[src/rtl/ps2_host_tx_if.sv]
// Purpose : byte-request handshake between a command source and the PS/2 host transmitter.
// Latency : n/a (signal bundle only).
// Backpressure: tx_ready is high only while the transmitter is idle; tx_valid is ignored otherwise.
//   tx_data  [7:0] command byte to send
//   tx_valid       request; the byte is taken when tx_valid && tx_ready
//   tx_ready       transmitter idle and able to accept a byte
//   busy           transmitter in any state other than idle
//   tx_done        one-cycle pulse: byte sent and device acknowledged
//   tx_err         one-cycle pulse: missing ack or watchdog timeout
interface ps2_host_tx_if;
   logic [7:0] tx_data;
   logic       tx_valid;
   logic       tx_ready;
   logic       busy;
   logic       tx_done;
   logic       tx_err;

   modport master (
      output tx_data, tx_valid,
      input  tx_ready, busy, tx_done, tx_err
   );

   modport slave (
      input  tx_data, tx_valid,
      output tx_ready, busy, tx_done, tx_err
   );
endinterface

[src/rtl/ps2_host_tx.sv]
// Purpose : PS/2 host-to-device transmitter; sends one command byte over open-drain clk/data lines.
// Latency : INHIBIT_CYCLES of clock inhibit, then 11 device clocks plus ack; done/err 1 cycle after ack.
// Backpressure: one byte in flight; tx_ready drops on acceptance and returns the cycle after done/err.
//   clk, rst_n              system clock, asynchronous active-low reset
//   tx (ps2_host_tx_if)     byte request handshake and status pulses
//   ps2_clk_i, ps2_data_i   raw asynchronous PS/2 line levels
//   ps2_clk_oe, ps2_data_oe 1 = pull the line low (lines are never driven high)
// Optional macro PS2_TX_TIMEOUT_EN: adds a watchdog that aborts with tx_err after
// TIMEOUT_CYCLES from request-to-send; without it the FSM waits for the device indefinitely.
module ps2_host_tx #(
   parameter int INHIBIT_CYCLES = 5000,
   parameter int TIMEOUT_CYCLES = 750000
) (
   input  logic          clk,
   input  logic          rst_n,
   ps2_host_tx_if.slave  tx,
   input  logic          ps2_clk_i,
   input  logic          ps2_data_i,
   output logic          ps2_clk_oe,
   output logic          ps2_data_oe
);

   localparam int IW = $clog2(INHIBIT_CYCLES);
   localparam logic [IW-1:0] INH_LAST = IW'(INHIBIT_CYCLES - 1);

   // Both counters need at least one bit of width.
   if (INHIBIT_CYCLES < 2 || TIMEOUT_CYCLES < 2) begin : g_bad_params
      $error("ps2_host_tx: INHIBIT_CYCLES and TIMEOUT_CYCLES must be >= 2");
   end

   typedef enum logic [2:0] {
      S_IDLE, S_INHIBIT, S_REQ, S_DATA, S_WAIT_IDLE, S_DONE, S_ERR
   } state_t;

   state_t          state, state_n;
   logic            clk_meta, clk_s, clk_s_d;
   logic            data_meta, data_s;
   logic            fe;
   logic [8:0]      shift_q, shift_n;       // {parity, data}, shifted out LSB first
   logic [3:0]      edge_cnt, edge_cnt_n;   // device falling edges seen so far
   logic            data_drv, data_drv_n;   // 1 = hold data low during DATA
   logic [IW-1:0]   inh_cnt, inh_cnt_n;
   logic            to_hit;

   // Line synchronisers; idle lines float high, so reset to 1 to avoid a false edge.
   always_ff @(posedge clk or negedge rst_n) begin
      if (!rst_n) begin
         clk_meta  <= 1'b1;
         clk_s     <= 1'b1;
         clk_s_d   <= 1'b1;
         data_meta <= 1'b1;
         data_s    <= 1'b1;
      end else begin
         clk_meta  <= ps2_clk_i;
         clk_s     <= clk_meta;
         clk_s_d   <= clk_s;
         data_meta <= ps2_data_i;
         data_s    <= data_meta;
      end
   end

   assign fe = clk_s_d & ~clk_s;

`ifdef PS2_TX_TIMEOUT_EN
   localparam int TW = $clog2(TIMEOUT_CYCLES);
   localparam logic [TW-1:0] TO_LAST = TW'(TIMEOUT_CYCLES - 1);

   logic [TW-1:0] to_cnt;
   logic          to_active;

   // Watchdog covers request-to-send through the end of the ack.
   assign to_active = (state == S_REQ) || (state == S_DATA) || (state == S_WAIT_IDLE);
   assign to_hit    = to_active && (to_cnt == TO_LAST);

   always_ff @(posedge clk or negedge rst_n) begin
      if (!rst_n)         to_cnt <= '0;
      else if (to_active) to_cnt <= to_cnt + TW'(1);
      else                to_cnt <= '0;
   end
`else
   // No watchdog: only rst_n recovers a hung or absent device.
   assign to_hit = 1'b0;
`endif

   always_ff @(posedge clk or negedge rst_n) begin
      if (!rst_n) begin
         state    <= S_IDLE;
         shift_q  <= '0;
         edge_cnt <= '0;
         data_drv <= 1'b0;
         inh_cnt  <= '0;
      end else begin
         state    <= state_n;
         shift_q  <= shift_n;
         edge_cnt <= edge_cnt_n;
         data_drv <= data_drv_n;
         inh_cnt  <= inh_cnt_n;
      end
   end

   always_comb begin
      state_n    = state;
      shift_n    = shift_q;
      edge_cnt_n = edge_cnt;
      data_drv_n = data_drv;
      inh_cnt_n  = inh_cnt;
      case (state)
         S_IDLE: begin
            if (tx.tx_valid) begin
               shift_n    = {~^tx.tx_data, tx.tx_data};
               edge_cnt_n = '0;
               inh_cnt_n  = '0;
               data_drv_n = 1'b0;
               state_n    = S_INHIBIT;
            end
         end
         S_INHIBIT: begin
            if (inh_cnt == INH_LAST) state_n = S_REQ;
            else                     inh_cnt_n = inh_cnt + IW'(1);
         end
         S_REQ, S_DATA: begin
            if (fe) begin
               edge_cnt_n = edge_cnt + 4'd1;
               state_n    = S_DATA;
               if (edge_cnt <= 4'd8) begin
                  // Edges 1..9: eight data bits then parity.
                  data_drv_n = ~shift_q[0];
                  shift_n    = {1'b0, shift_q[8:1]};
               end else if (edge_cnt == 4'd9) begin
                  // Edge 10: release data for the stop bit.
                  data_drv_n = 1'b0;
               end else begin
                  // Edge 11: device must be holding data low as its ack.
                  data_drv_n = 1'b0;
                  state_n    = data_s ? S_ERR : S_WAIT_IDLE;
               end
            end
         end
         S_WAIT_IDLE: begin
            if (clk_s && data_s) state_n = S_DONE;
         end
         S_DONE, S_ERR: state_n = S_IDLE;
         default:       state_n = S_IDLE;
      endcase
      if (to_hit) begin
         state_n    = S_ERR;
         data_drv_n = 1'b0;
      end
   end

   // All outputs decode the state register, so async reset releases the lines at once.
   assign tx.tx_ready = (state == S_IDLE);
   assign tx.busy     = (state != S_IDLE);
   assign tx.tx_done  = (state == S_DONE);
   assign tx.tx_err   = (state == S_ERR);
   assign ps2_clk_oe  = (state == S_INHIBIT);
   // Start bit is put on the line in the last inhibit cycle so it is valid when clk is released.
   assign ps2_data_oe = ((state == S_INHIBIT) && (inh_cnt == INH_LAST))
                        || (state == S_REQ)
                        || ((state == S_DATA) && data_drv);

endmodule
[src/flat_wrapper.sv]
// flat-port wrapper written by rule: the top's interface ports become plain ports
module ps2_host_tx_flat 
#(
   parameter int INHIBIT_CYCLES = 5000,
   parameter int TIMEOUT_CYCLES = 750000
)
  (clk, rst_n, ps2_clk_i, ps2_data_i, ps2_clk_oe, ps2_data_oe, tx_tx_data, tx_tx_valid, tx_tx_ready, tx_busy, tx_tx_done, tx_tx_err);
  ps2_host_tx_if tx_i ();
  input  logic clk;
  input  logic rst_n;
  input  logic ps2_clk_i;
  input  logic ps2_data_i;
  output logic ps2_clk_oe;
  output logic ps2_data_oe;
  input wire logic [$bits(tx_i.tx_data)-1:0] tx_tx_data;
  input wire logic [$bits(tx_i.tx_valid)-1:0] tx_tx_valid;
  output wire logic [$bits(tx_i.tx_ready)-1:0] tx_tx_ready;
  output wire logic [$bits(tx_i.busy)-1:0] tx_busy;
  output wire logic [$bits(tx_i.tx_done)-1:0] tx_tx_done;
  output wire logic [$bits(tx_i.tx_err)-1:0] tx_tx_err;
  assign tx_i.tx_data = tx_tx_data;
  assign tx_i.tx_valid = tx_tx_valid;
  assign tx_tx_ready = tx_i.tx_ready;
  assign tx_busy = tx_i.busy;
  assign tx_tx_done = tx_i.tx_done;
  assign tx_tx_err = tx_i.tx_err;
  ps2_host_tx #(.INHIBIT_CYCLES(INHIBIT_CYCLES), .TIMEOUT_CYCLES(TIMEOUT_CYCLES)) u_core (.clk(clk), .rst_n(rst_n), .tx(tx_i), .ps2_clk_i(ps2_clk_i), .ps2_data_i(ps2_data_i), .ps2_clk_oe(ps2_clk_oe), .ps2_data_oe(ps2_data_oe));
endmodule
[config.mk]
export PLATFORM = sky130hd
export DESIGN_NAME = ps2_host_tx_flat
export DESIGN_NICKNAME = d
export VERILOG_FILES = /design/src/rtl/ps2_host_tx_if.sv /design/src/rtl/ps2_host_tx.sv /design/src/flat_wrapper.sv
export SDC_FILE = /design/constraint.sdc
export NUM_CORES = 1
export LEC_CHECK = 0
export CAP_MARGIN = 15
export CORE_ASPECT_RATIO = 0.9
export CORE_UTILIZATION = 40
export CTS_CLUSTER_SIZE = 12
export DETAILED_ROUTE_END_ITERATION = 6
export GPL_ROUTABILITY_DRIVEN = 0
export GPL_TIMING_DRIVEN = 0
export HOLD_SLACK_MARGIN = 0.15
export SYNTH_ARGS = -nofsm -noshare
export SYNTH_HDL_FRONTEND = slang
export SYNTH_SLANG_ARGS = --single-unit
[constraint.sdc]
create_clock -name clk -period 1.65 [get_ports clk]
set_input_delay 0.165 -clock clk [delete_from_list [all_inputs] [get_ports clk]]
set_output_delay 0.165 -clock clk [all_outputs]
set_load 0.05 [all_outputs]
==> run_results.csv, run 1 <==
group,metric,value,unit
placed_design,placed_cells,286,
drt,first_iter_violations,106,
drt,drt-vias-per-instance,5.38,
setup_path,crit_type,"reg -> out",
drt,drc,0,
outcome,status,"finished, violations left",
sta,rsz0062_at_grt,"true",
worst_hold_path,hold_path_startpoint,"ps2_data_i",
sta,clock.fmax,0.522,GHz
sta,hold_viol,0,
grt,grt_pass1_wl,7.53,mm
setup_path,critical_path_buf_inv_count,3,
layout,fin_util,0.565,
logic_synthesis,syn_area,1960,um^2
layout,ff_latch_area,885,um^2
logic_synthesis,synth_cell_types,46,
outcome,violations,"negative setup slack",
setup_path,worstPathRequired,1.48,ns
floorplanning,start_util,0.429,
sta,skew,0.0118,ns
floorplanning,core,4580,um^2
grt,grt_max_degree,36,
setup_path,cp_slowest_cell,"dfrtp_1",
layout,final_layout_size_suffix_gt1_frac,0.296,
floorplanning,die_area,5200,um^2
clock_network,cts_buffer_depth,2,
sta,worst_slack,-0.268,ns
logic_synthesis,ys_warn_count,0,
sta,slew_headroom,0.474,
clock_network,path_clk_slew,0.07,ns
setup_path,path_common_cell,"buf_6",
sta,min_period,1.92,ns
logic_synthesis,netlist_instances,206,
drt,wl_per_cell,14.9,um
sta,final_max_slew_viol_count,0,
layout,fin_cells,309,
layout,nets,263,
logic_synthesis,async_reset_ff_frac,1.00,
floorplanning,die_y,68.5,um
clock_network,numCtsBuffers,5,
layout,num_antenna_cells,0,
logic_synthesis,synth_nets,223,
setup_path,arrival,1.75,ns
sta,period_share,1.16,
drt,wl,4.60,mm
drt,vias,1662,
layout,n_fill_cell,407,
floorplanning,die_w,75.9,um
setup_path,reg2reg_from,"u_core.state[2]$_DFFE_PN0P_",
logic_synthesis,synth-main-ff-cell,"dfrtp_1",
logic_synthesis,ys_ff_latch,35,
sta,setup_viol,23,
clock_network,clock_latency,0.29,ns
setup_path,endpoint_kind,"primary output",
placed_design,numPortBuffers,18,
clock_network,cts-htree-levels,2,
logic_synthesis,synth_edf_count,0,
logic_synthesis,avgSynthCellArea,9.54,um^2
drt,ant_nets,0,
grt,grt.overflow.total,0,
setup_path,cp-start-kind,"register",
floorplanning,num_io_pins,19,
run,cap_violations,0,
worst_hold_path,hold_class,"in -> reg",
clock_network,root_buffer,"clkbuf_8",
setup_path,path_max_fanout,4,
setup_path,crit_family,"simple AND/OR/NAND/NOR gates",
power_and_ir_drop,ir_worst_vdd,0.817,mV
sta,worst_slew_pin_slew,0.789,ns
power_and_ir_drop,p_per_area,1670,nW/um^2
grt,grt_usage,0.199,
layout,area_growth,31.7,%
grt,antenna_found_initial,0,
logic_synthesis,yosysSeqAreaShare,0.449,
setup_path,cp_cell_sequence,"or3b_1, buf_6, inv_12, nand4_1, o21ai_4, buf_6",
grt,grt_pass1_vias,1517,
clock_network,cts_tree,"done",
power_and_ir_drop,leakage,1.11,nW
clock_network,clock_sinks,35,
layout,multi_input_area,1140,um^2
floorplanning,rows,23,
drt,drt_first_pass_iters,4,
setup_path,critical-path-max-stage-delay,0.42,ns
placed_design,dp_hpwl,2.88,mm
setup_path,cp-startpoint,"u_core.state[2]$_DFFE_PN0P_",
path summary, 6_finish.rpt:
path,endpoint,slack (ns),cells after the start
worst max-delay path,ps2_data_oe,-0.27,6
worst min-delay path,u_core.data_meta$_DFF_PN1_,0.29,1
worst max register to register,u_core.inh_cnt[9]$_DFFE_PN0P_,-0.25,9
worst min register to register,u_core.clk_s$_DFF_PN1_,0.36,0
max in group asynchronous,u_core.state[1]$_DFFE_PN0P_,0.60,2
min in group asynchronous,u_core.inh_cnt[0]$_DFFE_PN0P_,0.50,2
cell usage in the layout, fill, tap and decap left out, types with 3 or more instances in the layout:
cell              n
nand2_1          40
mux2_4            9
buf_4            14
clkbuf_1          4
nand3_1           4
clkdlybuf4s50_1  11
a21oi_2           3
o21ai_1          11
o31ai_1           4
clkbuf_2          4
inv_1             7
dfrtp_1          28
ha_1              4
dfstp_2           5
buf_6             7
nand4_1           4
a31oi_1          10
nor2_1           10
xnor2_1           6
clkbuf_8          5
buf_2             3
synthesized netlist by cell type, types with 2 or more instances:
master | number | share of area
a21oi_1 | 5 | 0.013
a22o_1 | 2 | 0.0089
a31oi_1 | 10 | 0.032
a41oi_1 | 3 | 0.013
and2_1 | 2 | 0.0064
and4_1 | 3 | 0.013
buf_2 | 2 | 0.0051
buf_6 | 3 | 0.017
clkbuf_1 | 5 | 0.0096
dfrtp_1 | 30 | 0.38
dfstp_2 | 5 | 0.067
ha_1 | 4 | 0.025
inv_1 | 7 | 0.013
mux2_1 | 9 | 0.052
nand2_1 | 40 | 0.076
nand2b_1 | 2 | 0.0064
nand3_1 | 4 | 0.010
nand4_1 | 4 | 0.013
nor2_1 | 11 | 0.021
nor2b_1 | 3 | 0.0096
nor3b_1 | 2 | 0.0076
nor4b_2 | 2 | 0.015
o21ai_0 | 2 | 0.0051
o21ai_1 | 13 | 0.033
o31ai_1 | 7 | 0.027
xnor2_1 | 6 | 0.027
routing by layer:
metal	global-route usage	routed length (um)	up-vias
met5	0	0	-
li1	-	-	827
met2	0.284	2100	25
met1	0.298	2330	805
met4	0.0625	48	0
met3	0.0398	112	5
state kept, by name (all words and copies together), names as in the netlist:
| register | cells |
|---|---|
| u_core.inh_cnt | 13 |
| u_core.clk_s_d | 1 |
| u_core.edge_cnt | 4 |
| u_core.shift_q | 9 |
| u_core.clk_s | 1 |
| u_core.clk_meta | 1 |
| u_core.data_s | 1 |
| u_core.data_drv | 1 |
| u_core.state | 3 |
| u_core.data_meta | 1 |
cell type report:
cell class / instances / area share
Sequential cell: 35 / 0.342
Buffer: 9 / 0.0251
Inverter: 8 / 0.0164
Timing Repair Buffer: 34 / 0.116
Multi-Input combinational cell: 153 / 0.440
Tap cell: 62 / 0.0300
Clock buffer: 8 / 0.0309
stage by stage:
step           hold slack (ns)  setup WS (ns)  instance area, um^2  total power, mW  TNS [ns]
2_1_floorplan           -0.131         -0.149                 2040             2.90     -1.21
3_3_place_gp             0.347         -0.814                 2300             3.34    -19.43
3_5_place_dp             0.311         -0.788                 2290             3.36     -4.72
4_1_cts                  0.282         -0.318                 2520             4.21     -2.65
5_1_grt                  0.281         -0.327                 2590             4.65     -4.89
6_report                 0.288         -0.268                 2590             4.33     -2.91
logic make-up after synthesis:
kind of cell	synth area share
AOI/OAI and AO/OA	0.186
xor gates and xnor gates	0.0312
adders and majority gates	0.0255
buffers and inverters	0.0484
DFF	0.449
muxes	0.0516
and+or+nand+nor	0.208
where the power goes:
group          leakage (nW)  switching (mW)  total [mW]  internal [mW]
combinational         0.630            1.21        2.32           1.11
sequential            0.442           0.262        1.41           1.14
clock                0.0395           0.298       0.598          0.300
total                  1.11            1.77        4.33           2.56
timing repair:
item	in CTS	in global routing
hold buffers	1	0
cloned	0	0
pin swaps	6	6
gates resized for setup	48	18
endpoints found under the hold margin	30	0
setup endpoints to repair	32	35
buffers inserted	10	5
No activity file was read; power rests on OpenSTA's default activity.
==> run 2: changes to the inputs <==
--- a/config.mk
+++ b/config.mk
@@ -13,6 +13,7 @@
 export GPL_ROUTABILITY_DRIVEN = 0
 export GPL_TIMING_DRIVEN = 0
 export HOLD_SLACK_MARGIN = 0.15
+export SKIP_CTS_REPAIR_TIMING = 1
 export SYNTH_ARGS = -nofsm -noshare
 export SYNTH_HDL_FRONTEND = slang
 export SYNTH_SLANG_ARGS = --single-unit
==> run_results.csv, run 2 (synthesis results as in run 1) <==
group,metric,value,unit
outcome,status,"finished, violations left",
outcome,violations,"negative setup slack",
floorplanning,num_io_pins,19,
sta,whs,0.286,ns
power_and_ir_drop,p_per_area,1710,nW/um^2
drt,first_iter_violations,105,
drt,ant_nets,0,
layout,largest_reg_flops,13,
worst_hold_path,hold_class,"in -> reg",
setup_path,critical_path_buf_inv_count,4,
power_and_ir_drop,leakage,1.16,nW
layout,nets,271,
clock_network,cts_buffer_depth,2,
floorplanning,core,4580,um^2
layout,n_fill_cell,392,
sta,setup_tns,-3.09,ns
setup_path,path_common_cell,"buf_6",
sta,min_period,2.02,ns
layout,top_register,"u_core.inh_cnt",
setup_path,cp_cell_sequence,"buf_6, or3b_1, buf_6, inv_12, nand4_1, o21ai_4, buf_6",
layout,fin_area,2680,um^2
layout,ff_latch_area,885,um^2
power_and_ir_drop,ir_worst_vdd,0.838,mV
floorplanning,start_util,0.429,
drt,drt_first_pass_iters,4,
grt,antenna_found_initial,0,
clock_network,cts_tree,"done",
sta,skew,0.00962,ns
layout,final_layout_size_suffix_gt1_frac,0.341,
sta,final_max_slew_viol_count,0,
drt,drc,0,
grt,grt_pass1_wl,7.02,mm
sta,setup_viol,20,
setup_path,critical-path-max-stage-delay,0.37,ns
floorplanning,rows,23,
drt,vias,1725,
layout,reg.largest.list,"u_core.inh_cnt (13), u_core.shift_q (9), u_core.edge_cnt (4)",
floorplanning,die_area,5200,um^2
floorplanning,die_w,75.9,um
clock_network,clock_latency,0.29,ns
placed_design,placed_area,2290,um^2
clock_network,clock_sinks,35,
sta,rsz0062_at_grt,"true",
grt,grt_pass1_vias,1433,
clock_network,cts-htree-levels,2,
layout,layout_commonest_cell,"nand2_1",
clock_network,numCtsBuffers,5,
setup_path,cp_slowest_cell,"dfrtp_1",
sta,slew_headroom,0.473,
sta,clock.fmax,0.495,GHz
grt,grt_max_degree,36,
layout,area_growth,36.6,%
grt,grt_usage,0.185,
clock_network,root_buffer,"clkbuf_8",
setup_path,worstPathRequired,1.48,ns
layout,fin_cells,317,
layout,final_cell_mix,"nand2_1 (38), dfrtp_1 (28), buf_4 (19)",
clock_network,path_clk_slew,0.07,ns
grt,grt.overflow.total,0,
drt,drt-vias-per-instance,5.44,
setup_path,cp-start-kind,"register",
run,cap_violations,0,
setup_path,endpoint_kind,"primary output",
setup_path,crit_family,"simple AND/OR/NAND/NOR gates",
layout,multi_input_area,1150,um^2
layout,num_antenna_cells,0,
sta,hold_viol,0,
drt,wl_per_cell,14.6,um
setup_path,crit_type,"reg -> out",
sta,worst_slew_pin_slew,0.790,ns
floorplanning,die_y,68.5,um
setup_path,path_max_fanout,7,
setup_path,arrival,1.86,ns
placed_design,placed_cells,286,
sta,worst_slack,-0.371,ns
placed_design,numPortBuffers,18,
placed_design,dp_hpwl,2.88,mm
sta,period_share,1.23,
layout,fin_util,0.586,
drt,wl,4.62,mm
==> run 2: cell count changes in the layout (fill, tap and decap cells not counted), moves of 2 or more <==
cell | before | now
inv_1 | 7 | 5
nand2_1 | 40 | 38
inv_2 | 0 | 2
nand2_2 | 0 | 2
buf_4 | 14 | 19
nand2b_1 | 2 | 0
buf_6 | 7 | 11
ha_1 | 4 | 2
==> run 2: routing by layer <==
metal	GRT usage	part of all wire
met1	0.282	0.51
met2	0.254	0.45
met3	0.0398	0.027
met4	0.0625	0.011
met5	0	0
==> run 2: final cells by class <==
class / count / share of cell area
multi-input combinational: 153 / 0.428
sequential: 35 / 0.330
timing repair buffer: 42 / 0.140
clock buffer: 8 / 0.0299
tap: 62 / 0.0289
buffer: 9 / 0.0271
inverter: 8 / 0.0159
==> run 2: power by group <==
part | total (mW) | internal, mW | switching (mW)
Sequential | 1.41 | 1.14 | 0.267
Clock | 0.600 | 0.300 | 0.300
Combinational | 2.57 | 1.31 | 1.26
Total | 4.58 | 2.76 | 1.83
==> run 2: metrics by stage <==
stage                     total power, mW  setup slack, ns
after floorplan                      2.90           -0.149
after global placement               3.34           -0.814
after detailed placement             3.36           -0.788
after CTS                            3.97            -1.11
after global routing                 4.91           -0.416
final                                4.58           -0.371
==> run 2: path summary, 6_finish.rpt <==
kind                                             start                            end  slack (ns)  depth (start not counted)
max                        u_core.state[2]$_DFFE_PN0P_                    ps2_data_oe       -0.37                          7
min                                         ps2_data_i     u_core.data_meta$_DFF_PN1_        0.29                          1
max reg2reg                u_core.state[2]$_DFFE_PN0P_    u_core.state[0]$_DFFE_PN0P_       -0.26                          7
min reg2reg                  u_core.clk_meta$_DFF_PN1_         u_core.clk_s$_DFF_PN1_        0.36                          0
max in group asynchronous                        rst_n    u_core.state[1]$_DFFE_PN0P_        0.61                          2
min in group asynchronous                        rst_n  u_core.inh_cnt[0]$_DFFE_PN0P_        0.50                          2
